$ cat src/rtl/network_output_schedule_pkg.sv
// Shared types and widths for the per-port output scheduler.
// Imported by the top level and by the per-priority buffer-ID FIFO.
package network_output_schedule_pkg;

  localparam int BUFID_W = 9;
  localparam int PRI_W   = 3;
  localparam int NUM_Q   = 8;

  typedef enum logic [1:0] {
    ST_IDLE  = 2'd0,
    ST_OFFER = 2'd1,
    ST_WAIT  = 2'd2
  } osc_state_e;

endpackage

$ cat src/rtl/network_output_schedule_bufid_fifo.sv
// Single-priority circular buffer of packet buffer IDs.
// The head entry is visible without popping; push/pop are ignored when full/empty.
module network_output_schedule_bufid_fifo
  import network_output_schedule_pkg::*;
#(
  parameter int DEPTH = 16,
  parameter int AW    = 4
) (
  input  logic               clk,
  input  logic               rst,
  input  logic               push,
  input  logic               pop,
  input  logic [BUFID_W-1:0] din,
  output logic [BUFID_W-1:0] head,
  output logic [AW:0]        count,
  output logic               empty,
  output logic               full
);

  localparam logic [AW:0] FULL_CNT = (AW+1)'(DEPTH);

  logic [BUFID_W-1:0] mem_q [DEPTH];
  logic [BUFID_W-1:0] mem_d [DEPTH];
  logic [AW-1:0]      wr_ptr_q, wr_ptr_d;
  logic [AW-1:0]      rd_ptr_q, rd_ptr_d;
  logic [AW:0]        count_q, count_d;
  logic               push_ok;
  logic               pop_ok;

  assign full    = (count_q == FULL_CNT);
  assign empty   = (count_q == '0);
  assign count   = count_q;
  assign head    = mem_q[rd_ptr_q];
  assign push_ok = push && !full;
  assign pop_ok  = pop && !empty;

  always_comb begin
    mem_d    = mem_q;
    wr_ptr_d = wr_ptr_q;
    rd_ptr_d = rd_ptr_q;
    count_d  = count_q;
    if (push_ok) begin
      mem_d[wr_ptr_q] = din;
      wr_ptr_d        = wr_ptr_q + 1'b1;
    end
    if (pop_ok) begin
      rd_ptr_d = rd_ptr_q + 1'b1;
    end
    // Push and pop together leave the occupancy unchanged.
    case ({push_ok, pop_ok})
      2'b10:   count_d = count_q + 1'b1;
      2'b01:   count_d = count_q - 1'b1;
      default: count_d = count_q;
    endcase
  end

  always_ff @(posedge clk or posedge rst) begin
    if (rst) begin
      wr_ptr_q <= '0;
      rd_ptr_q <= '0;
      count_q  <= '0;
    end else begin
      wr_ptr_q <= wr_ptr_d;
      rd_ptr_q <= rd_ptr_d;
      count_q  <= count_d;
    end
  end

  // Storage needs no reset: an entry is only read after it has been written.
  always_ff @(posedge clk) begin
    mem_q <= mem_d;
  end

endmodule

$ cat src/rtl/network_output_schedule.sv
// Strict-priority output scheduler: eight gated per-priority queues feeding network_tx,
// with full-queue drops returned to the buffer manager on the release port.
module network_output_schedule
  import network_output_schedule_pkg::*;
#(
  parameter int DEPTH = 16,
  parameter int AW    = 4
) (
  input  logic               i_clk,
  input  logic               i_rst,
  input  logic [BUFID_W-1:0] iv_pkt_bufid,
  input  logic [PRI_W-1:0]   iv_pkt_pri,
  input  logic               i_pkt_wr,
  input  logic [NUM_Q-1:0]   iv_gate_ctrl,
  output logic [BUFID_W-1:0] ov_pkt_bufid,
  output logic               o_pkt_bufid_wr,
  input  logic               i_pkt_bufid_ack,
  output logic [BUFID_W-1:0] ov_release_bufid,
  output logic               o_release_wr,
  output logic [NUM_Q-1:0]   ov_queue_empty,
  output logic [15:0]        ov_drop_cnt,
  output logic [1:0]         ov_osc_state
);

  logic [BUFID_W-1:0] head [NUM_Q];
  logic [AW:0]        count [NUM_Q];
  logic [NUM_Q-1:0]   empty;
  logic [NUM_Q-1:0]   full;
  logic [NUM_Q-1:0]   push_vec;
  logic [NUM_Q-1:0]   pop_vec;
  logic [NUM_Q-1:0]   eligible;
  logic [PRI_W-1:0]   sel_next;
  logic               drop;
  logic               ack_ok;

  osc_state_e         state_q, state_d;
  logic [PRI_W-1:0]   sel_q, sel_d;
  logic [BUFID_W-1:0] bufid_q, bufid_d;
  logic [BUFID_W-1:0] release_bufid_q, release_bufid_d;
  logic               release_wr_q, release_wr_d;
  logic [15:0]        drop_cnt_q, drop_cnt_d;

  for (genvar q = 0; q < NUM_Q; q++) begin : g_queue
    network_output_schedule_bufid_fifo #(
      .DEPTH (DEPTH),
      .AW    (AW)
    ) u_fifo (
      .clk   (i_clk),
      .rst   (i_rst),
      .push  (push_vec[q]),
      .pop   (pop_vec[q]),
      .din   (iv_pkt_bufid),
      .head  (head[q]),
      .count (count[q]),
      .empty (empty[q]),
      .full  (full[q])
    );
    assign eligible[q] = (count[q] != '0) && iv_gate_ctrl[q];
  end

  assign ack_ok = i_pkt_bufid_ack && (state_q != ST_IDLE);

  // Fullness is judged on the pre-pop count, so a same-cycle pop cannot rescue an enqueue.
  always_comb begin
    push_vec = '0;
    pop_vec  = '0;
    drop     = 1'b0;
    if (i_pkt_wr) begin
      if (full[iv_pkt_pri]) begin
        drop = 1'b1;
      end else begin
        push_vec[iv_pkt_pri] = 1'b1;
      end
    end
    if (ack_ok) begin
      pop_vec[sel_q] = 1'b1;
    end
  end

  always_comb begin
    sel_next = '0;
    for (int i = 0; i < NUM_Q; i++) begin
      if (eligible[i]) begin
        sel_next = PRI_W'(i);
      end
    end
  end

  // Once offered, the ID and its queue index stay frozen until network_tx acknowledges.
  always_comb begin
    state_d = state_q;
    sel_d   = sel_q;
    bufid_d = bufid_q;
    case (state_q)
      ST_IDLE: begin
        if (|eligible) begin
          bufid_d = head[sel_next];
          sel_d   = sel_next;
          state_d = ST_OFFER;
        end
      end
      ST_OFFER: state_d = ack_ok ? ST_IDLE : ST_WAIT;
      ST_WAIT: begin
        if (ack_ok) begin
          state_d = ST_IDLE;
        end
      end
      default: state_d = ST_IDLE;
    endcase
  end

  always_comb begin
    release_wr_d    = drop;
    release_bufid_d = drop ? iv_pkt_bufid : release_bufid_q;
    drop_cnt_d      = drop_cnt_q;
    if (drop && (drop_cnt_q != 16'hFFFF)) begin
      drop_cnt_d = drop_cnt_q + 16'd1;
    end
  end

  always_ff @(posedge i_clk or posedge i_rst) begin
    if (i_rst) begin
      state_q         <= ST_IDLE;
      sel_q           <= '0;
      bufid_q         <= '0;
      release_bufid_q <= '0;
      release_wr_q    <= 1'b0;
      drop_cnt_q      <= '0;
    end else begin
      state_q         <= state_d;
      sel_q           <= sel_d;
      bufid_q         <= bufid_d;
      release_bufid_q <= release_bufid_d;
      release_wr_q    <= release_wr_d;
      drop_cnt_q      <= drop_cnt_d;
    end
  end

  assign ov_pkt_bufid     = bufid_q;
  assign o_pkt_bufid_wr   = (state_q != ST_IDLE);
  assign ov_release_bufid = release_bufid_q;
  assign o_release_wr     = release_wr_q;
  assign ov_queue_empty   = empty;
  assign ov_drop_cnt      = drop_cnt_q;
  assign ov_osc_state     = state_q;

endmodule

$ cat config.mk
export PLATFORM = sky130hd
export DESIGN_NAME = network_output_schedule
export DESIGN_NICKNAME = d
export VERILOG_FILES = /design/src/rtl/network_output_schedule_pkg.sv /design/src/rtl/network_output_schedule_bufid_fifo.sv /design/src/rtl/network_output_schedule.sv
export SDC_FILE = /design/constraint.sdc
export NUM_CORES = 2
export LEC_CHECK = 0
export CAP_MARGIN = 10
export CORE_MARGIN = 2
export CORE_UTILIZATION = 40
export DETAILED_ROUTE_END_ITERATION = 7
export DONT_BUFFER_PORTS = 1
export PLACE_DENSITY = 0.66
export SLEW_MARGIN = 20
export SYNTH_ARGS = -nofsm -noshare
export SYNTH_HDL_FRONTEND = slang
export SYNTH_HIERARCHICAL = 1
export SYNTH_SLANG_ARGS = --single-unit
$ cat constraint.sdc
create_clock -name i_clk -period 4.2 [get_ports i_clk]
set_input_delay 0.42 -clock i_clk [delete_from_list [all_inputs] [get_ports i_clk]]
set_output_delay 0.42 -clock i_clk [all_outputs]
set_load 0.1 [all_outputs]
==> flow_summary.toml <==
[worst_hold_path]
min_path_cells = 1
hp-class = "input pin to flip-flop"
min_from = "iv_pkt_bufid[1]"
hold_end = "g_queue[3].u_fifo/mem_q[64]"

[global_routing]
grt_pass1_wl_mm = 180
overflow = 0
antenna_found_initial = 8
grt.total_usage = 0.176
grt_pass1_vias = 27700
grt_max_degree = 130

[placed_design]
place_hpwl_mm = 74.0
place_area_mm2 = 0.0559
dp.cells = 4851
io_buffers = 0
gp_congestion = 0.813

[floorplanning]
core_mm2 = 0.133
start_util = 0.401
io_pins = 70
fp-row-count = 134
die_area_mm2 = 0.136
die_h_um = 369
die_x_um = 369

[sta]
finalCriticalPeriod_ns = 3.86
rsz0062_at_grt = "no"
worst_slew_pin_slew_ns = 1.13
finalSetupTns_ns = 0
maxSlewViolCount = 0
max_freq_mhz = 259
slew_headroom = 0.244
setup_viol = 0
final_hold_viol_count = 0
finClkSkew_ns = 0.0259
period_share = 0.920

[synthesis]
synth_commonest_cells = "edfxtp_1, mux2i_1, nand2_1, mux4_2, dfrtp_1"
synth_area_mm2 = 0.0534
synth_area_leaders = "edfxtp_1, dfrtp_1, mux4_2, mux2i_1, a221oi_1"
ys_ff_latch = 1296
synth_edf_count = 1152
async_reset_ff_frac = 0.111
syn_inst = 3074
yosysUniqueCellTypes = 59
syn_avg_cell_area_um2 = 17.4
synthMostInstantiatedCell = "edfxtp_1"
synth_fp_nets = 3179
ys_warn_count = 6
synth_top_cell_by_area = "edfxtp_1"
seq_area_frac_synth = 0.716
synthFlopType = "edfxtp_1"
synth_top_area_frac = 0.648

[setup_path]
required_ns = 4.84
rrSetupSlack_ns = 0.34
crit_path_top_delay_cell = "or3b_2"
crit_fanout = 6
crit_start = "g_queue[4].u_fifo/count[0]"
critPathArrivalTime_ns = 4.50
cpPeakStageDelay_ns = 0.51
crit_chain = "nor4_1 > and2_1 > mux4_2 > or3b_2 > nor3b_1 > a21boi_2 > inv_1 > ha_1 > fa_1 > a21o_1 > a21oi_1 > mux2i_1 > xnor2_1"
r2r_cells = 13
r2r-end = "g_queue[4].u_fifo/count[4]"
critical_path.top_delay_family = "simple AND/OR/NAND/NOR gates"
rr_startpoint = "g_queue[4].u_fifo/count[0]"
path_buf_inv = 1
worst_setup_path_start_kind = "flip-flop"
path_class = "flip-flop to flip-flop"
end_kind = "flip-flop"

[routing]
viasPerCell = 5.46
drt_wl_total_mm = 121
num_vias = 27900
drtIter0Drc = 2539
drtAntennaViolNets = 0
route.detailed.drc = 0
wl_per_cell_um = 23.6
dr.pass1.iters = 6

[layout]
postLayoutCoreUtil = 0.457
drive_gt1_frac = 0.181
syn2layout_area_growth_pct = 13.9
final_nets = 3335
design_area_mm2 = 0.0608
fin_cells = 5110

[job]
cap_violations = 0

[cts]
cts-buffers-inserted = 134
clock_path_buffers = 3
htreeDepth = 4
cts-root-buf = "clkbuf_16"
post_cts_resized = 0
insertion_delay_ns = 0.72
clock-sinks = 1296
cts_tree = "built"
clk_pin_slew_worst_paths_ns = 0.06

[status]
status = "finished, final reports clean"

[pwr]
power.leakage_nw = 20.9
peakVddDrop_mv = 0.402
power_density_mw_per_mm2 = 619
-- layer usage --
metal / share of wire / global-route usage / vias up
met3: 0.091 / 0.0549 / 194
met2: 0.45 / 0.259 / 895
met5: 0.00066 / 0 / -
met1: 0.44 / 0.251 / 14300
met4: 0.024 / 0.0537 / 12
li1: - / - / 12500
-- state kept, by name, indices dropped and copies added (netlist names) --
signal,count
sel_q,3
g_queue.u_fifo/count,40
g_queue.u_fifo/rd_ptr_q,32
ov_osc_state,2
g_queue.u_fifo/mem_q,1152
g_queue.u_fifo/wr_ptr_q,32
ov_release_bufid,9
ov_drop_cnt,16
o_release_wr,1
ov_pkt_bufid,9
-- cells in the final DEF (no fill, tap or decap), types with 8 or more instances in the layout --
master        n
edfxtp_1   1152
mux2i_1     305
nand2_1     201
buf_4       159
mux4_2      146
clkbuf_16   142
a221oi_1    141
dfrtp_1     136
nor2_1      115
o21ai_0     111
xnor2_1      75
ha_1         73
a22oi_1      72
a21oi_1      43
inv_1        41
nor3_1       39
clkinv_1     29
clkbuf_1     28
nand3_1      21
xor2_1       21
nor2b_1      19
mux2_2       19
clkinv_2     18
and2_1       17
nand2b_1     17
bufinv_16    14
clkbuf_8     13
nand4_1      12
a221oi_2     10
nor4_1       10
a21o_1        9
a211o_1       9
buf_16        9
or4_4         8
nor2_2        8
fa_1          8
-- worst reg2reg max path, cell delays in order (launching register included) --
cell and delay, ns:
dfrtp_1 0.47, nor4_1 0.13, and2_1 0.20, mux4_2 0.47, or3b_2 0.51, nor3b_1 0.28
a21boi_2 0.23, inv_1 0.06, ha_1 0.27, fa_1 0.44, a21o_1 0.20, a21oi_1 0.17
mux2i_1 0.24, xnor2_1 0.13
-- cell families after synthesis --
| logic type | share of synthesized area |
|---|---|
| fa+ha+maj | 0.0201 |
| simple gates | 0.0419 |
| mux | 0.125 |
| flops | 0.716 |
| compound gates | 0.0605 |
| buf+inv | 0.0208 |
| xor+xnor | 0.0158 |
-- what timing repair did --
item                                     CTS  global route
endpoints found under the hold margin   1306             0
hold buffers                              11             0
endpoints found under the setup margin     0             0
setup buffers                              0             0
-- worst max-delay path by stage --
stage,slack [ns],endpoint,depth (start not counted)
6_report,0.34,g_queue[4].u_fifo/count[4],13
5_1_grt,0.13,g_queue[4].u_fifo/count[4],13
4_1_cts,0.32,g_queue[4].u_fifo/count[4],13
3_5_place_dp,0.34,g_queue[4].u_fifo/count[4],13
3_3_place_gp,0.41,g_queue[4].u_fifo/count[4],13
2_1_floorplan,0.41,g_queue[7].u_fifo/count[4],14
-- metrics by stage --
stage	hold slack [ns]	setup WS, ns	total power (W)
finish	0.147	0.337	0.0376
global route	0.149	0.129	0.0392
CTS	0.103	0.323	0.0379
detailed placement	0.395	0.344	0.0255
global placement	0.406	0.410	0.0254
floorplan	0.297	0.410	0.0231
-- cell type report --
| type | instances | area [um2] |
|---|---|---|
| clock inverters | 64 | 724 |
| multi-input cells | 1575 | 14100 |
| inverters | 50 | 188 |
| flip-flops and latches | 1296 | 38200 |
| clock buffers | 183 | 3840 |
| fillers | 11200 | 72200 |
| well taps | 1768 | 2210 |
| repair buffers | 173 | 1520 |
| diodes | 1 | 2.50 |
-- power breakdown --
part           internal (W)  switching (W)  leakage (nW)  total (W)
combinational       0.00381        0.00498          6.51    0.00879
clock               0.00728        0.00484          2.23     0.0121
sequential           0.0147        0.00201          12.2     0.0167
total                0.0258         0.0118          20.9     0.0376
No activity file was read; power rests on OpenSTA's default activity.
